==> src/rtl/video_fetch_fifo.sv <==
// Framebuffer fetch engine for the 1-bpp display path: reads 32-bit words from
// the memory bus into a small FIFO and presents them a byte at a time.
// Each frame restarts at base_addr on the synchronized falling edge of vsync_n.
module video_fetch_fifo #(
  parameter int ADDR_WIDTH  = 30,
  parameter int DEPTH_LOG2  = 4,
  parameter int FRAME_WORDS = 9600
) (
  input  logic                  clk,
  input  logic                  reset_n,
  input  logic [ADDR_WIDTH-1:0] base_addr,
  output logic                  addr_strobe,
  output logic [ADDR_WIDTH-1:0] addr,
  input  logic                  data_ready,
  input  logic [31:0]           data_in,
  input  logic                  vsync_n,
  input  logic                  rd,
  output logic [7:0]            data_out,
  output logic                  underflow
);

  localparam int DEPTH = 1 << DEPTH_LOG2;
  localparam int WL_W  = $clog2(FRAME_WORDS + 1);
  localparam logic [WL_W-1:0] WL_INIT = WL_W'(FRAME_WORDS);

  typedef enum logic [1:0] {S_IDLE, S_REQ, S_DISCARD} state_t;

  state_t                 r_state, w_state_nxt;
  logic                   r_vs_meta, r_vs_sync, r_vs_d;
  logic [ADDR_WIDTH-1:0]  r_fetch_ptr, r_addr;
  logic [WL_W-1:0]        r_words_left;
  logic [31:0]            r_mem [DEPTH];
  logic [DEPTH_LOG2-1:0]  r_wr_ptr, r_rd_ptr;
  logic [DEPTH_LOG2:0]    r_count;
  logic [1:0]             r_byte_idx;
  logic                   r_underflow;
  logic                   w_frame_start, w_issue, w_push, w_pop, w_rd_ok, w_empty;
  logic [31:0]            w_head;

  // vsync_n synchronizer plus edge-detect flop; idle-high so reset never fakes an edge
  always_ff @(posedge clk or negedge reset_n) begin
    if (!reset_n) begin
      r_vs_meta <= 1'b1;
      r_vs_sync <= 1'b1;
      r_vs_d    <= 1'b1;
    end else begin
      r_vs_meta <= vsync_n;
      r_vs_sync <= r_vs_meta;
      r_vs_d    <= r_vs_sync;
    end
  end

  assign w_frame_start = r_vs_d & ~r_vs_sync;
  assign w_empty       = (r_count == '0);
  // A frame start swallows any push or rd landing in the same cycle
  assign w_push        = (r_state == S_REQ) & data_ready & ~w_frame_start;
  assign w_rd_ok       = rd & ~w_empty & ~w_frame_start;
  assign w_pop         = w_rd_ok & (r_byte_idx == 2'd3);

  // Fetch FSM state register
  always_ff @(posedge clk or negedge reset_n) begin
    if (!reset_n) r_state <= S_IDLE;
    else          r_state <= w_state_nxt;
  end

  // Fetch FSM next state; count MSB clear means the FIFO has room for one more word
  always_comb begin
    w_state_nxt = r_state;
    w_issue     = 1'b0;
    case (r_state)
      S_IDLE: begin
        if (!r_count[DEPTH_LOG2] && (r_words_left != '0) && !w_frame_start) begin
          w_state_nxt = S_REQ;
          w_issue     = 1'b1;
        end
      end
      S_REQ: begin
        if (data_ready)         w_state_nxt = S_IDLE;
        else if (w_frame_start) w_state_nxt = S_DISCARD;
      end
      S_DISCARD: begin
        if (data_ready) w_state_nxt = S_IDLE;
      end
      default: w_state_nxt = S_IDLE;
    endcase
  end

  assign addr_strobe = (r_state != S_IDLE);
  assign addr        = r_addr;

  // Request address is latched at issue so a frame restart cannot move an open request
  always_ff @(posedge clk or negedge reset_n) begin
    if (!reset_n)     r_addr <= '0;
    else if (w_issue) r_addr <= r_fetch_ptr;
  end

  // Fetch pointer and frame word budget; reload wins over an accepted word
  always_ff @(posedge clk or negedge reset_n) begin
    if (!reset_n) begin
      r_fetch_ptr  <= '0;
      r_words_left <= '0;
    end else if (w_frame_start) begin
      r_fetch_ptr  <= base_addr;
      r_words_left <= WL_INIT;
    end else if (w_push) begin
      r_fetch_ptr  <= r_fetch_ptr + 1'b1;
      r_words_left <= r_words_left - 1'b1;
    end
  end

  // FIFO storage; no reset needed since count gates every read
  always_ff @(posedge clk) begin
    if (w_push) r_mem[r_wr_ptr] <= data_in;
  end

  // FIFO pointers, occupancy and byte cursor within the head word
  always_ff @(posedge clk or negedge reset_n) begin
    if (!reset_n) begin
      r_wr_ptr   <= '0;
      r_rd_ptr   <= '0;
      r_count    <= '0;
      r_byte_idx <= '0;
    end else if (w_frame_start) begin
      r_wr_ptr   <= '0;
      r_rd_ptr   <= '0;
      r_count    <= '0;
      r_byte_idx <= '0;
    end else begin
      if (w_push)  r_wr_ptr   <= r_wr_ptr + 1'b1;
      if (w_pop)   r_rd_ptr   <= r_rd_ptr + 1'b1;
      if (w_rd_ok) r_byte_idx <= r_byte_idx + 1'b1;
      if (w_push && !w_pop)      r_count <= r_count + 1'b1;
      else if (w_pop && !w_push) r_count <= r_count - 1'b1;
    end
  end

  // One-cycle underflow flag for a rd that found nothing to consume
  always_ff @(posedge clk or negedge reset_n) begin
    if (!reset_n) r_underflow <= 1'b0;
    else          r_underflow <= rd & w_empty & ~w_frame_start;
  end

  assign underflow = r_underflow;
  assign w_head    = r_mem[r_rd_ptr];
  assign data_out  = w_empty ? 8'h00 : w_head[{r_byte_idx, 3'b000} +: 8];

endmodule

==> config.mk <==
export PLATFORM = sky130hd
export DESIGN_NAME = video_fetch_fifo
export DESIGN_NICKNAME = d
export VERILOG_FILES = /design/src/rtl/video_fetch_fifo.sv
export SDC_FILE = /design/constraint.sdc
export NUM_CORES = 1
export LEC_CHECK = 0
export CAP_MARGIN = 40
export CORE_MARGIN = 3
export CORE_UTILIZATION = 35
export DETAILED_ROUTE_END_ITERATION = 10
export PLACE_DENSITY = 0.49
export SETUP_SLACK_MARGIN = 0.5
export SLEW_MARGIN = 10
export SYNTH_ARGS = -nofsm -noshare
export SYNTH_HDL_FRONTEND = slang
export SYNTH_SLANG_ARGS = --single-unit
export TNS_END_PERCENT = 5
==> constraint.sdc <==
create_clock -name clk -period 4.35 [get_ports clk]
set_input_delay 0.435 -clock clk [delete_from_list [all_inputs] [get_ports clk]]
set_output_delay 0.435 -clock clk [all_outputs]
set_load 0.05 [all_outputs]
==> results of run 1 <==
## sequential cells by signal (all words and copies together), names as in the netlist, 2 cells and up
signal / count
r_rd_ptr: 4
r_byte_idx: 2
r_count: 5
r_fetch_ptr: 30
addr: 30
r_mem: 512
r_words_left: 14
r_wr_ptr: 4
r_state: 2
## cell usage after synthesis (3+ instances only)
library cell    n
clkbuf_1       22
buf_2          21
a31oi_1         3
or4_1           3
mux2_2         27
nand3_1        27
dfstp_2         3
and2_1         12
nand2_1        93
o21ai_0        31
and3_1          7
o21ai_1         4
nand3b_1        5
a211oi_1        9
nor4_1         13
a22oi_1         4
ha_1           12
nand4_1        13
buf_1           4
dfrtp_1        92
xor2_1         14
mux2i_1        44
nand2b_1        5
mux4_2        128
buf_4          13
o22ai_1        19
inv_1          13
nor2b_1         4
and4_1          5
nor2_1         39
xnor2_1        32
edfxtp_1      512
nor3_1         18
a21oi_1        10
## how the worst min path moves through the flow
stage | slack [ns] | to | cells after the start
floorplan | 0.14 | addr[0] | 0
global placement | 0.35 | r_vs_sync | 0
detailed placement | 0.35 | r_vs_sync | 0
CTS | 0.23 | r_vs_meta | 1
global route | 0.22 | r_vs_meta | 1
finish | 0.26 | r_vs_meta | 1
## area by class of cell
cell class	instances	area share (%)
sequential	607	61.1
multi-input combinational	609	21.2
clock buffer	87	6.33
timing repair buffer	169	6.21
tap	921	3.96
clock inverter	32	1.04
inverter	13	0.168
## metrics by stage
stage          worst slack, ns  area, µm²  power [mW]  std cells  utilization [%]
3_3_place_gp             0.744      26700        10.5       2307             39.4
4_1_cts                  0.376      29100        16.2       2438             42.9
5_1_grt                  0.321      29100        16.6       2438             42.9
3_5_place_dp             0.730      26800        10.5       2309             39.5
6_report                 0.428      29100        15.9       2438             42.9
2_1_floorplan            0.636      24200        9.21       1292                -
## power by group
group / total (mW) / internal, mW / switching, mW
clock network: 5.54 / 3.24 / 2.30
registers: 6.98 / 6.69 / 0.285
logic: 3.43 / 1.35 / 2.08
## per-layer routing
layer,vias up,routed length [µm]
met4,0,1290
li1,5518,-
met2,302,29200
met5,-,0
met3,83,2740
met1,6684,27200
## kinds of logic after synthesis
logic type,share of synthesized area (%)
xor gates and xnor gates,1.73
DFF,73.3
adders and majority gates,0.702
and+or+nand+nor,5.41
AOI/OAI and AO/OA,2.37
muxes,15.0
buffers and inverters,1.55
## repair_timing
item / CTS / global route
buffers inserted: 9 / 0
endpoints found under the setup margin: 8 / 7
hold buffers: 1 / 0
gates resized for setup: 1 / 1
gates cloned: 0 / 0
endpoints found under the hold margin: 24 / 0
==> results.cfg, run 1 <==
[outcome]
status = finished clean

[global_routing]
grt.overflow.total = 0
top_usage_layer = met2
grt_use_met3_pct = 3.05
grt_max_degree = 71
grtUsageTotal_pct = 16.8
grt_pass1_wl_um = 90500
grt_use_met1_pct = 23.2
grt_pass1_vias = 13300
grt_use_met2_pct = 27.3
antenna_found_initial = 0

[timing]
fin_crit_sh_pct = 90.2
worstMarginPinSlew_ns = 0.817
fmax_mhz = 255
whs_ns = 0.256
finalClockSkew_ns = 0.0241
fin_crit_ns = 3.92
finalSetupViolations = 0
relSlewSlack_pct = 45.3
hold_violations = 0
drv_slew = 0
tns_ns = 0
rsz0062_at_grt = yes

[die]
pin_count = 107
die_area_um2 = 72400
die-width_um = 269
coreArea_um2 = 67900
die_h_um = 269
initial_utilization_pct = 35.7
rows = 95

[worst_setup_path]
worstPathRequired_ns = 3.91
r2r-start = r_count[4]
cp-end-kind = output pin
cpLargestDelayFamily = buffers and inverters
crit_start = r_rd_ptr[0]
worst-path-stages = 6
path_max_fanout = 21
path_buf_inv = 3
cp_cell_sequence = buf_12, or3b_2, o22ai_1, o31ai_1, buf_4, clkdlybuf4s50_1
r2r-end = r_count[4]
critPathKind = reg2out
arrival_ns = 3.49
start_kind = flop
max_stage_delay_ns = 0.69
reg2reg_depth = 9
slowest_stage = clkdlybuf4s50_1
r2r_slack_ns = 1.43
cp-endpoint = data_out[4]

[pwr]
p_per_area_nw_per_um2 = 548
ir_drop_uv = 386
p_leak_nw = 9.36

[yosys]
synth_top_area_cell = edfxtp_1
synth.distinct_cells = 58
avgSynthCellArea_um2 = 18.8
netlist_area_um2 = 24200
synth_ff_type = edfxtp_1
yosysSeqAreaShare_pct = 73.3
ys_warn_count = 0
synthCells = 1292
synth_edf_count = 512
synth_nets = 1372
async_flop_share_pct = 15.7
synth-seq-cells = 607
synth.top_cell.area_share_pct = 63.4
synth.area.top_cells = edfxtp_1 63%, mux4_2 12%, dfrtp_1 9.5%, mux2i_1 1.8%, nand2_1 1.4%

[route]
vias = 12600
routed_wl_um = 60400
avgRoutedWirePerCell_um = 24.8
drc = 0
drt_iter0_drc = 969
viasPerCell = 5.16
ant_nets = 0
dr.pass1.iters = 4

[min_path]
worstHoldPathType = in2reg
hp-start = vsync_n

[finish]
n_antenna_cell = 0
final_cell_mix = 512 x edfxtp_1, 128 x mux4_2, 103 x clkdlybuf4s50_1
final_nets = 1548
seqCellArea_um2 = 17800
multiInputGateArea_um2 = 6180
final_common_cell = edfxtp_1
n_fill_cell = 5984
drive_gt1_share_pct = 23.2
area_growth_pct = 20.1

[clock_tree]
clkSinkCount = 607
insertion_delay_ns = 0.60
cts_tree = done
cts.path.max_buffers = 3
cts_root_buf = clkbuf_16
numCtsBuffers = 68
clk_pin_slew_worst_paths_ns = 0.06
cts_htree_levels = 3

[placement]
dp.final_hpwl_um = 34500
routabilityCongestion = 0.723
io_buffer_count = 106

[job]
drv_cap = 0
(Power assumes the default switching activity.)
==> inputs of run 2 (changes only) <==
--- a/config.mk
+++ b/config.mk
@@ -6,10 +6,12 @@
 export NUM_CORES = 1
 export LEC_CHECK = 0
 export CAP_MARGIN = 40
+export CELL_PAD_IN_SITES_DETAIL_PLACEMENT = 1
+export CELL_PAD_IN_SITES_GLOBAL_PLACEMENT = 1
 export CORE_MARGIN = 3
 export CORE_UTILIZATION = 35
 export DETAILED_ROUTE_END_ITERATION = 10
-export PLACE_DENSITY = 0.49
+export PLACE_DENSITY = 0.55
 export SETUP_SLACK_MARGIN = 0.5
 export SLEW_MARGIN = 10
 export SYNTH_ARGS = -nofsm -noshare
==> run 2 against run 1 <==
Clock skew grew 0.0014 ns. Clock-buffer cell count fell by 5. Clock power about the same. Critical path type unchanged. Critical endpoint is now data_out[2]. Hold slack about the same.
==> results.cfg, run 2 (synthesis results as in run 1) <==
[route]
dr.pass1.iters = 5
routed_wl_um = 62500
avgRoutedWirePerCell_um = 25.7
vias = 12700
drt_iter0_drc = 930
viasPerCell = 5.22
ant_nets = 0
drc = 0

[clock_tree]
numCtsBuffers = 68
cts_htree_levels = 3
insertion_delay_ns = 0.62
cts_tree = done
clk_pin_slew_worst_paths_ns = 0.06
clkSinkCount = 607
cts.path.max_buffers = 3
cts_root_buf = clkbuf_16

[timing]
fin_crit_ns = 3.93
setup_slack_ns = 0.420
finalSetupViolations = 0
finalClockSkew_ns = 0.0254
rsz0062_at_grt = yes
relSlewSlack_pct = 43.2
tns_ns = 0
hold_violations = 0
worstMarginPinSlew_ns = 0.852
drv_slew = 0
fmax_mhz = 254
fin_crit_sh_pct = 90.3

[finish]
area_growth_pct = 19.5
n_fill_cell = 6458
final_nets = 1540
final_cell_mix = 512 x edfxtp_1, 128 x mux4_2, 102 x clkdlybuf4s50_1
drive_gt1_share_pct = 22.5
largest_reg_flops = 512
final_common_cell = edfxtp_1
top_register = r_mem

[global_routing]
grt_pass1_wl_um = 93100
grt_pass1_vias = 13800
antenna_found_initial = 4
grtUsageTotal_pct = 17.3
grt_max_degree = 82
grt.overflow.total = 0

[die]
die-width_um = 269
coreArea_um2 = 67900
die_h_um = 269
rows = 95
pin_count = 107
die_area_um2 = 72400
initial_utilization_pct = 35.7

[placement]
dp.final_hpwl_um = 36900
routabilityCongestion = 0.715
io_buffer_count = 106
place_ws_ns = 0.749

[worst_setup_path]
path_max_fanout = 36
worstPathRequired_ns = 3.91
critPathKind = reg2out
arrival_ns = 3.49
cp-end-kind = output pin
start_kind = flop

[outcome]
status = finished clean

[pwr]
p_leak_nw = 9.29
p_total_mw = 15.9
ir_drop_uv = 652
p_per_area_nw_per_um2 = 548

[job]
drv_cap = 0

[min_path]
worstHoldPathType = in2reg
[run 2: area by class of cell]
| class | count | area [µm²] | share of cell area (%) |
|---|---|---|---|
| flip-flops and latches | 607 | 17800 | 61.3 |
| multi-input cells | 609 | 6170 | 21.3 |
| clock buffers | 82 | 1780 | 6.16 |
| repair buffers | 161 | 1640 | 5.66 |
| well taps | 921 | 1150 | 3.98 |
| clock inverters | 36 | 398 | 1.37 |
| inverters | 13 | 48.8 | 0.168 |
| diodes | 1 | 2.50 | 0.00864 |
[run 2: what timing repair did]
| item | in CTS | in global routing |
|---|---|---|
| setup buffers | 2 | 0 |
| setup endpoints to repair | 8 | 8 |
| resized for setup | 2 | 1 |
| hold buffers | 1 | 0 |
| endpoints found under the hold margin | 35 | 0 |
[run 2: worst max-delay path, cell delays in order, from the launching register on]
cell	delay [ns]
dfrtp_4	0.65
buf_12	0.32
buf_4	0.26
mux4_2	0.20
o22ai_1	0.12
a211oi_1	0.28
nand3_1	0.11
nand2_1	0.09
clkdlybuf4s50_1	0.81
[run 2: metrics by stage]
step | instance area (µm²) | std cells | hold slack [ns] | util (%)
finish | 29000 | 2430 | 0.256 | 42.7
global placement | 26700 | 2305 | 0.352 | 39.3
global route | 29000 | 2430 | 0.221 | 42.7
detailed placement | 26700 | 2308 | 0.351 | 39.4
CTS | 29000 | 2429 | 0.219 | 42.7
floorplan | 24200 | 1292 | 0.139 | -
[run 2: power breakdown]
group | internal (mW) | switching [mW]
logic | 1.28 | 2.03
registers | 6.70 | 0.287
clock network | 3.20 | 2.37
[run 2: worst paths after layout]
path                        startpoint         endpoint  slack (ns)  cells after the start
min in group asynchronous      reset_n   r_fetch_ptr[8]        0.33                      2
setup reg to reg            r_count[4]       r_count[4]        1.40                      9
hold / removal                 vsync_n        r_vs_meta        0.26                      1
hold reg to reg              r_vs_meta        r_vs_sync        0.36                      0
max in group asynchronous      reset_n  r_fetch_ptr[17]        3.04                      4
setup / recovery           r_rd_ptr[1]      data_out[2]        0.42                      8
[run 2: layer usage]
layer / wire length, µm / track usage [%] / vias to the layer above
met3: 2430 / 3.16 / 84
met5: 46 / 0 / -
met4: 1100 / 4.31 / 6
met1: 27800 / 23.6 / 6847
li1: - / - / 5502
met2: 31100 / 28.8 / 235
==> inputs of run 3 (changes only) <==
--- a/config.mk
+++ b/config.mk
@@ -10,8 +10,10 @@
 export CELL_PAD_IN_SITES_GLOBAL_PLACEMENT = 1
 export CORE_MARGIN = 3
 export CORE_UTILIZATION = 35
+export CTS_BUF_LIST = sky130_fd_sc_hd__clkbuf_4
 export DETAILED_ROUTE_END_ITERATION = 10
 export PLACE_DENSITY = 0.55
+export REMOVE_ABC_BUFFERS = 1
 export SETUP_SLACK_MARGIN = 0.5
 export SLEW_MARGIN = 10
 export SYNTH_ARGS = -nofsm -noshare
==> run 3 against run 2 <==
Non-clock buffer count grew 36. Clock skew up 0.025 ns. Clock power fell by 6.8%. Final cell count increased by 8.9%. Final area is 1.3% higher. Wire length up 3.0%. Die area is the same. Power down 1.9%.
==> results.cfg, run 3 (synthesis results as in run 1) <==
[finish]
drive_gt1_share_pct = 31.3
final_area_um2 = 29300
final_nets = 1671
n_fill_cell = 6603
largest_reg_flops = 512
final_common_cell = edfxtp_1
top_register = r_mem
final_cell_mix = 512 x edfxtp_1, 258 x clkbuf_4, 128 x mux4_2
area_growth_pct = 21.1
final_cell_count_no_fill = 2646

[min_path]
min_to = r_fetch_ptr[15]
worstHoldPathType = in2reg
hp-start = base_addr[15]
hold_depth = 3

[die]
coreArea_um2 = 67900
initial_utilization_pct = 35.7
die-width_um = 269
rows = 95
die_h_um = 269
die_area_um2 = 72400
pin_count = 107

[worst_setup_path]
path_buf_inv = 3
cpLargestDelayFamily = buffers and inverters
path_max_fanout = 30
reg2reg_depth = 9
cp_cell_sequence = buf_4, buf_16, mux4_2, mux2i_1, a32oi_1, nand3_1, nand2_1, clkdlybuf4s15_2
slowest_stage = dfrtp_4
start_kind = flop
worstPathRequired_ns = 3.91
r2r_slack_ns = 1.40
critPathKind = reg2out
r2r-start = r_count[4]
max_stage_delay_ns = 0.57
cp-end-kind = output pin
r2r-end = r_count[4]
arrival_ns = 3.31

[job]
drv_cap = 0

[placement]
dp.final_hpwl_um = 36000
placedCellCount = 2307
io_buffer_count = 106
dpl-instance-area_um2 = 26700
routabilityCongestion = 0.726

[timing]
rsz0062_at_grt = yes
fin_crit_ns = 3.75
fmax_mhz = 267
finalClockSkew_ns = 0.0507
worstMarginPinSlew_ns = 0.839
relSlewSlack_pct = 44.1
fin_crit_sh_pct = 86.1
finalSetupViolations = 0
drv_slew = 0
hold_violations = 0
tns_ns = 0

[route]
avgRoutedWirePerCell_um = 24.3
dr.pass1.iters = 7
ant_nets = 0
routed_wl_um = 64400
vias = 13400
drt_iter0_drc = 928
viasPerCell = 5.06
drc = 0

[global_routing]
grtUsageTotal_pct = 18.1
antenna_found_initial = 5
grt_pass1_wl_um = 96400
grt_pass1_vias = 14900
grt_max_degree = 80
grt.overflow.total = 0

[clock_tree]
cts_tree = done
numCtsBuffers = 163
insertion_delay_ns = 1.00
cts_root_buf = clkbuf_4
clkSinkCount = 607
cts_htree_levels = 4
clk_pin_slew_worst_paths_ns = 0.07
cts.path.max_buffers = 3

[pwr]
p_leak_nw = 9.68
p_total_mw = 15.6
ir_drop_uv = 317
p_per_area_nw_per_um2 = 530

[outcome]
status = finished clean
-- run 3: cell count changes in the layout (fill, tap and decap cells not counted), moves of 4 or more --
cell	before	now
clkbuf_4	0	258
clkbuf_16	68	0
dlygate4sd3_1	1	30
clkbuf_1	11	0
clkinv_1	14	20
clkinv_2	9	3
diode_2	1	7
buf_6	0	5
clkdlybuf4s50_1	102	97
clkdlybuf4s15_2	0	4
clkinv_16	4	0
-- run 3: layout make-up --
cell class | instances | area [µm²] | area share (%)
flip-flops and latches | 607 | 17800 | 60.6
multi-input cells | 609 | 6190 | 21.1
repair buffers | 197 | 2020 | 6.87
clock buffers | 258 | 1940 | 6.60
well taps | 921 | 1150 | 3.93
clock inverters | 34 | 214 | 0.729
inverters | 13 | 48.8 | 0.166
diodes | 7 | 17.5 | 0.0597
-- run 3: how the worst max path moves through the flow --
stage | startpoint | end | cells after the start
after floorplan | r_rd_ptr[1] | data_out[4] | 4
after global placement | r_rd_ptr[0] | data_out[3] | 8
after detailed placement | r_rd_ptr[0] | data_out[3] | 8
after CTS | r_rd_ptr[1] | data_out[3] | 8
after global routing | r_rd_ptr[1] | data_out[5] | 8
final | r_rd_ptr[1] | data_out[5] | 8
-- run 3: per-stage QoR --
step                setup slack, ns  hold slack (ns)  util [%]
floorplan                     -2.28            0.139         -
global placement              0.788            0.350      39.3
detailed placement            0.791            0.349      39.3
CTS                           0.411           0.0128      43.2
global route                  0.344           0.0461      43.2
finish                        0.605            0.128      43.2
-- run 3: metal layers --
metal / track usage, % / part of all wire, % / vias to the layer above
li1: - / - / 5887
met1: 23.8 / 45 / 7032
met2: 29.3 / 48 / 355
met3: 4.45 / 5.1 / 115
met4: 6.31 / 2.0 / 4
met5: 0 / 0.045 / -
-- run 3: power breakdown --
part	switching [mW]	total, mW	internal, mW	leakage (nW)
clock network	2.39	5.19	2.80	1.28
registers	0.309	7.00	6.69	5.77
logic	2.06	3.37	1.31	2.63
total	4.76	15.6	10.8	9.68
-- run 3: worst min-delay path: cells and delay by family --
kind / cells / cell delay [ns]
AO/OA/AOI/OAI: 1 / 0.09
AND/OR/NAND/NOR: 1 / 0.07
buffers and inverters: 1 / 0.44
-- run 3: timing repair --
item	in CTS	in global routing
resized for setup	35	3
buffers inserted	9	0
endpoints found under the setup margin	8	8
endpoints found under the hold margin	120	0
hold buffers	31	0
==> RTL change 1: new RTL, flow settings as in run 3 <==
Change the parameter `ADDR_WIDTH` from 30 to 15.
--- a/src/rtl/video_fetch_fifo.sv
+++ b/src/rtl/video_fetch_fifo.sv
@@ -4,3 +4,3 @@
 module video_fetch_fifo #(
-  parameter int ADDR_WIDTH  = 30,
+  parameter int ADDR_WIDTH  = 15,
   parameter int DEPTH_LOG2  = 4,
Ports: changed (resized addr and base_addr); port bits go from 107 to 77. No check against the original RTL was run, so the function may have changed too.
==> RTL change 1 against run 3 <==
  * Clock power down 6.4%
  * Via count down 8.3%
  * Wire length down 7.1%
  * Largest cell class unchanged
  * Largest power group unchanged
  * Core utilization down 0.10 points
  * Synthesized area down 5.8%
  * Setup slack worse by 37 ps
  * Register-to-register slack worse by 390 ps
  * Hold slack better by 59 ps
  * Final area down 6.3%
  * Sequential cell count down 30
  * Total power down 7.1%
  * Count of clock-buffer cells in the layout down 24
==> RTL change 1: results (changes against run 3) <==
GRT
  – Initial antenna violation count: 6 (+1)
  – First-pass GRT wire length: 88.1 mm (-8.7%)
  – Total track usage: 0.181 (-0.000251)
  – Largest net degree at the start of global routing: 56 (-30%)
  – Vias in the first global route: 13500 (-9.4%)

Critical path
  – Slowest stage delay, CP: roughly 560 ps
  – RR Startpoint: r_count[1]
  – Crit path from: r_rd_ptr[0]
  – Crit path max-delay family: buffers and inverters
  – Max stage delay cell, worst path: dfrtp_4
  – CP arrival: 3350 ps (+40 ps)
  – Crit-path max FO: 6 (-80%)
  – Worst reg2reg path depth: 9 (unchanged)

Synth
  – Synth Area in Compound Gates: 0.0250 (+0.00130)
  – Library cells used by synthesis: 62 (+6.9%)
  – Yosys Warn Count: 0 (unchanged)
  – Most frequent cells after synthesis: 512 x edfxtp_1, 128 x mux4_2, 70 x nand2_1
  – Post-Synth Adder-Cell Area: 0.00745 (+0.000433)
  – Post-synth ARST share: 0.113 (-0.0439)
  – EDFF count, synth: 512 (unchanged)
  – Post-synth top area cell: edfxtp_1
  – Sequential element share of the synthesized area: 0.745 (+0.0123)
  – Xor/xnor share of the synthesized area: 0.0139 (-0.00343)
  – Proportion of synthesized area in mux cells: 0.144 (-0.00519)
  – Synth top area cells: edfxtp_1 67%, mux4_2 13%, dfrtp_1 6.8%

Clocking
  – CTS H-tree lvls: 4 (unchanged)
  – Clock Latency Late Sink: 970 ps (-30 ps)
  – Clock Tree Buf Depth: 3 (unchanged)
  – Clock transition at path regs: approximately 60 ps
  – Total CTS buffers: 156 (-4.3%)

STA
  – Slew headroom: 0.466 (+0.0249)
  – Clk_skew: 51.6 ps (+0.897 ps)

Routing
  – DRT Pass-1 Iters: 4 (-3)
  – WL per Instance: 25.1 um (+3.0%)
  – Initial DRC Count: 919 (-0.97%)
  – Via density: 5.14 (+1.6%)

Place
  – DP Wirelength: 33.9 mm (-5.9%)
  – Worst slack, placed: 787 ps (-4.28 ps)
  – PortBufs: 76 (-28%)
  – Post-Place Cell Area: 24900 sq um (-6.7%)
  – Routability-driven placement congestion ratio: 0.712 (-1.9%)

Final layout
  – # nets final: 1482 (-11%)
  – Fill cell instance count of the final layout: 6168 (-6.6%)
  – Layout cells sized above 1: 0.350 (+0.0365)
  – Largest register FFs: 512 (unchanged)
  – Most flops, register: r_mem

Worst hold path
  – Hold path depth: 3 (unchanged)
  – Worst Min Path Start: rd

Status
  – Status: completed

Pwr
  – Maximum VDD drop: 0.000353 V (+11%)
  – Leak pwr: 9.04 nW (-6.6%)
==> RTL change 1: cell count changes in the layout (fill, tap and decap cells not counted), sizes merged, moves of 8 or more <==
cell           before  now
buf                66   80
o21ai              36   19
dfrtp              92   62
clkbuf            258  234
dlygate4sd3        30   19
xnor2              33   15
nand4              15    6
o22ai              19   27
nor4               15    5
clkdlybuf4s50      97   67
nand2              93   70
mux2i              44   19
==> RTL change 1: tightest hold or removal path: cells and delay by family <==
family,cells,cell delay (ps)
simple gates,2,150
buf+inv,1,500
==> RTL change 1: layout make-up <==
class | instances | area, sq um | share of cell area
timing repair buffer | 167 | 1760 | 0.0640
tap | 846 | 1060 | 0.0385
inverter | 11 | 46.3 | 0.00168
multi-input combinational | 504 | 5600 | 0.204
clock inverter | 40 | 245 | 0.00892
clock buffer | 234 | 1760 | 0.0639
antenna | 8 | 20.0 | 0.000728
sequential | 577 | 17000 | 0.619
==> RTL change 1: routing by layer <==
metal,up-vias,wire length (um),track usage
li1,5322,-,-
met1,6572,26200,0.234
met2,283,29600,0.294
met3,100,2680,0.0454
met4,2,1350,0.0688
met5,-,13,0
==> RTL change 1: final timing paths <==
kind                                    end  slack [ps]
worst max register to register   r_count[4]        1010
min in group asynchronous           addr[7]         540
worst min register to register    r_vs_sync         360
worst min-delay path              underflow         190
max in group asynchronous       r_rd_ptr[2]        3040
worst max-delay path            data_out[6]         570
==> RTL change 1: report_power, final <==
part	total, W	switching, W	internal (W)
sequential	0.00655	0.000219	0.00633
combinational	0.00304	0.00178	0.00126
clock	0.00486	0.00224	0.00263
total	0.0145	0.00424	0.0102
==> RTL change 1: logic make-up after synthesis <==
| kind of cell | count (synthesis) |
|---|---|
| flops | 577 |
| mux | 167 |
| xor+xnor | 34 |
| simple gates | 207 |
| fa+ha+maj | 13 |
| buf+inv | 68 |
| compound gates | 83 |
==> RTL change 1: stage by stage <==
stage                     setup TNS, ps  std cells
after floorplan                  -20400       1092
final                                 0       2387
after CTS                             0       2379
after global routing                  0       2385
after detailed placement              0       2069
after global placement                0       2068
==> RTL change 1: what timing repair did <==
item                                    CTS  global route
endpoints found under the setup margin    8             7
gates cloned                              1             0
endpoints found under the hold margin    82             0
hold buffers                             19             0
resized for setup                        48             2
setup buffers                            16             0
pin swaps                                 6             0
==> RTL change 2: new RTL, flow settings as in run 3 <==
Without the edit above. Register the output `underflow` once more, cleared by the reset; this adds one clock of latency there. The other outputs are not delayed to match. Comments in the files are not updated.
--- a/src/rtl/video_fetch_fifo.sv
+++ b/src/rtl/video_fetch_fifo.sv
@@ -142,3 +142,9 @@
 
-  assign underflow = r_underflow;
+  always_ff @(posedge clk or negedge reset_n) begin
+    if (!reset_n) begin
+      underflow <= '0;
+    end else begin
+      underflow <= r_underflow;
+    end
+  end
   assign w_head    = r_mem[r_rd_ptr];
Behaviour: not the same (Yosys sat finds a counterexample within 4 cycles, from zero or initial values and one cycle with reset_n low).
==> RTL change 2 against run 3 <==
  * Final area increased by 0.70%
  * Sequential cell count increased by 1
  * Total power is 1.1% higher
  * Combinational power is 2% higher
  * Synthesized area increased by 0.10%
  * Via count rose by 0.55%
  * First-iteration DRC count down 0.75%
  * Setup slack improved by 3.7 ps
  * Hold slack got worse by 28 ps
  * Wire length down 0.92%
  * Critical endpoint unchanged
  * Largest power group unchanged
==> RTL change 2: results (changes against run 3) <==
Clocking
  – Total CTS buffers: 164 (+0.61%)
  – Clock Tree Root: clkbuf_4
  – Clock Tree Buf Depth: 3 (unchanged)
  – CTS H-tree lvls: 4 (unchanged)

Synth
  – Post-synth ARST share: 0.158 (+0.00139)
  – Synth top area cells: edfxtp_1 63%, mux4_2 12%, dfrtp_1 9.6%
  – Main synth FF type: edfxtp_1
  – Sequential element share of the synthesized area: 0.733 (about the same)
  – Most frequent cells after synthesis: 512 x edfxtp_1, 128 x mux4_2, 93 x dfrtp_1, 93 x nand2_1, 44 x mux2i_1

Critical path
  – Worst reg2reg path depth: 9 (unchanged)
  – Crit-path max FO: 12 (-60%)
  – Flop2flop setup slack: between 1000 and 1500 ps
  – Max stage delay cell, worst path: dfrtp_4
  – RR Startpoint: r_count[4]
  – Crit path from: r_rd_ptr[0]
  – Slowest stage delay, CP: 550 ps (-20 ps)

Routing
  – DRT Pass-1 Iters: 5 (-2)
  – WL per Instance: 24.0 um (-1.4%)
  – Via density: 5.07 (about the same)
  – Initial DRC Count: 921 (-0.75%)

GRT
  – First-pass GRT wire length: 95.3 mm (-1.2%)
  – Largest net degree at the start of global routing: 75 (-6.3%)
  – Total track usage: 0.177 (-0.00361)
  – Initial antenna violation count: 4 (-1)
  – Vias in the first global route: 15100 (+1.4%)

Final layout
  – Layout cells sized above 1: 0.307 (-0.00622)
  – Largest register FFs: 512 (unchanged)
  – # nets final: 1680 (+0.54%)

Worst hold path
  – Hold path endpoint: r_fetch_ptr[7]
  – Worst Min Path Start: base_addr[7]
  – Hold path depth: 3 (unchanged)
  – Worst Hold Class: input pin to register

STA
  – Final hold slack: 99.3 ps (-28.3 ps)
  – Clk_skew: 59.9 ps (+9.20 ps)
  – Slew headroom: 0.504 (+0.0635)

Place
  – Worst slack, placed: 829 ps (+37.5 ps)
  – DP Wirelength: 35.0 mm (-2.8%)
  – Routability-driven placement congestion ratio: 0.712 (-1.9%)

Pwr
  – Leak pwr: 9.79 nW (+1.1%)
  – Maximum VDD drop: 0.000327 V (+3.0%)

Status
  – Status: completed
[RTL change 2: cell types whose count changed in the layout (fill, tap and decap cells not counted), moves of 4 or more]
| cell | before | now |
|---|---|---|
| bufinv_16 | 2 | 6 |
| clkinv_1 | 20 | 32 |
| buf_4 | 43 | 49 |
| buf_6 | 5 | 1 |
| buf_12 | 11 | 7 |
| clkbuf_4 | 258 | 248 |
[RTL change 2: kinds of logic after synthesis]
logic type	share of synthesized area
mux	0.150
buf+inv	0.0155
compound gates	0.0237
xor+xnor	0.0173
simple gates	0.0540
fa+ha+maj	0.00701
flops	0.733
[RTL change 2: worst max-delay path by stage]
stage	to	slack, ps	depth (start not counted)
2_1_floorplan	data_out[4]	-2280	4
3_3_place_gp	data_out[5]	860	7
3_5_place_dp	data_out[3]	830	7
4_1_cts	data_out[4]	460	8
5_1_grt	data_out[1]	390	8
6_report	data_out[5]	610	7
[RTL change 2: tightest hold or removal path, cell delays in order]
cell	delay, ps
clkdlybuf4s50_1	430
nand2_1	80
o21ai_0	70
[RTL change 2: stage by stage]
stage | instances | area (sq um)
floorplan | 1230 | 23900
global placement | 2303 | 26700
detailed placement | 2305 | 26700
CTS | 2650 | 29500
global route | 2657 | 29500
finish | 2658 | 29500
[RTL change 2: area by class of cell]
type	instances	area, sq um
clock buffers	248	1860
clock inverters	48	349
fillers	6598	38300
inverters	13	48.8
flip-flops and latches	608	17800
diodes	7	17.5
multi-input cells	609	6180
well taps	921	1150
repair buffers	204	2140
[RTL change 2: repair_timing]
item                                    in CTS  in global routing
resized for setup                           40                  5
hold buffers                                34                  0
buffers inserted                            12                  0
endpoints found under the setup margin       8                  7
hold endpoints to repair                   101                  0
cloned                                       3                  1
pin swaps                                    0                  0
[RTL change 2: power by group]
group / leakage, nW / switching [W] / internal [W]
registers: 5.79 / 0.000285 / 0.00670
clock network: 1.31 / 0.00236 / 0.00295
logic: 2.69 / 0.00209 / 0.00134
total: 9.79 / 0.00474 / 0.0110
[RTL change 2: layer usage]
metal,part of all wire,GRT usage,vias to the layer above
met1,0.44,0.229,7134
met4,0.021,0.0609,4
met3,0.049,0.0454,99
met5,0.00047,0,-
met2,0.49,0.292,335
li1,-,-,5895
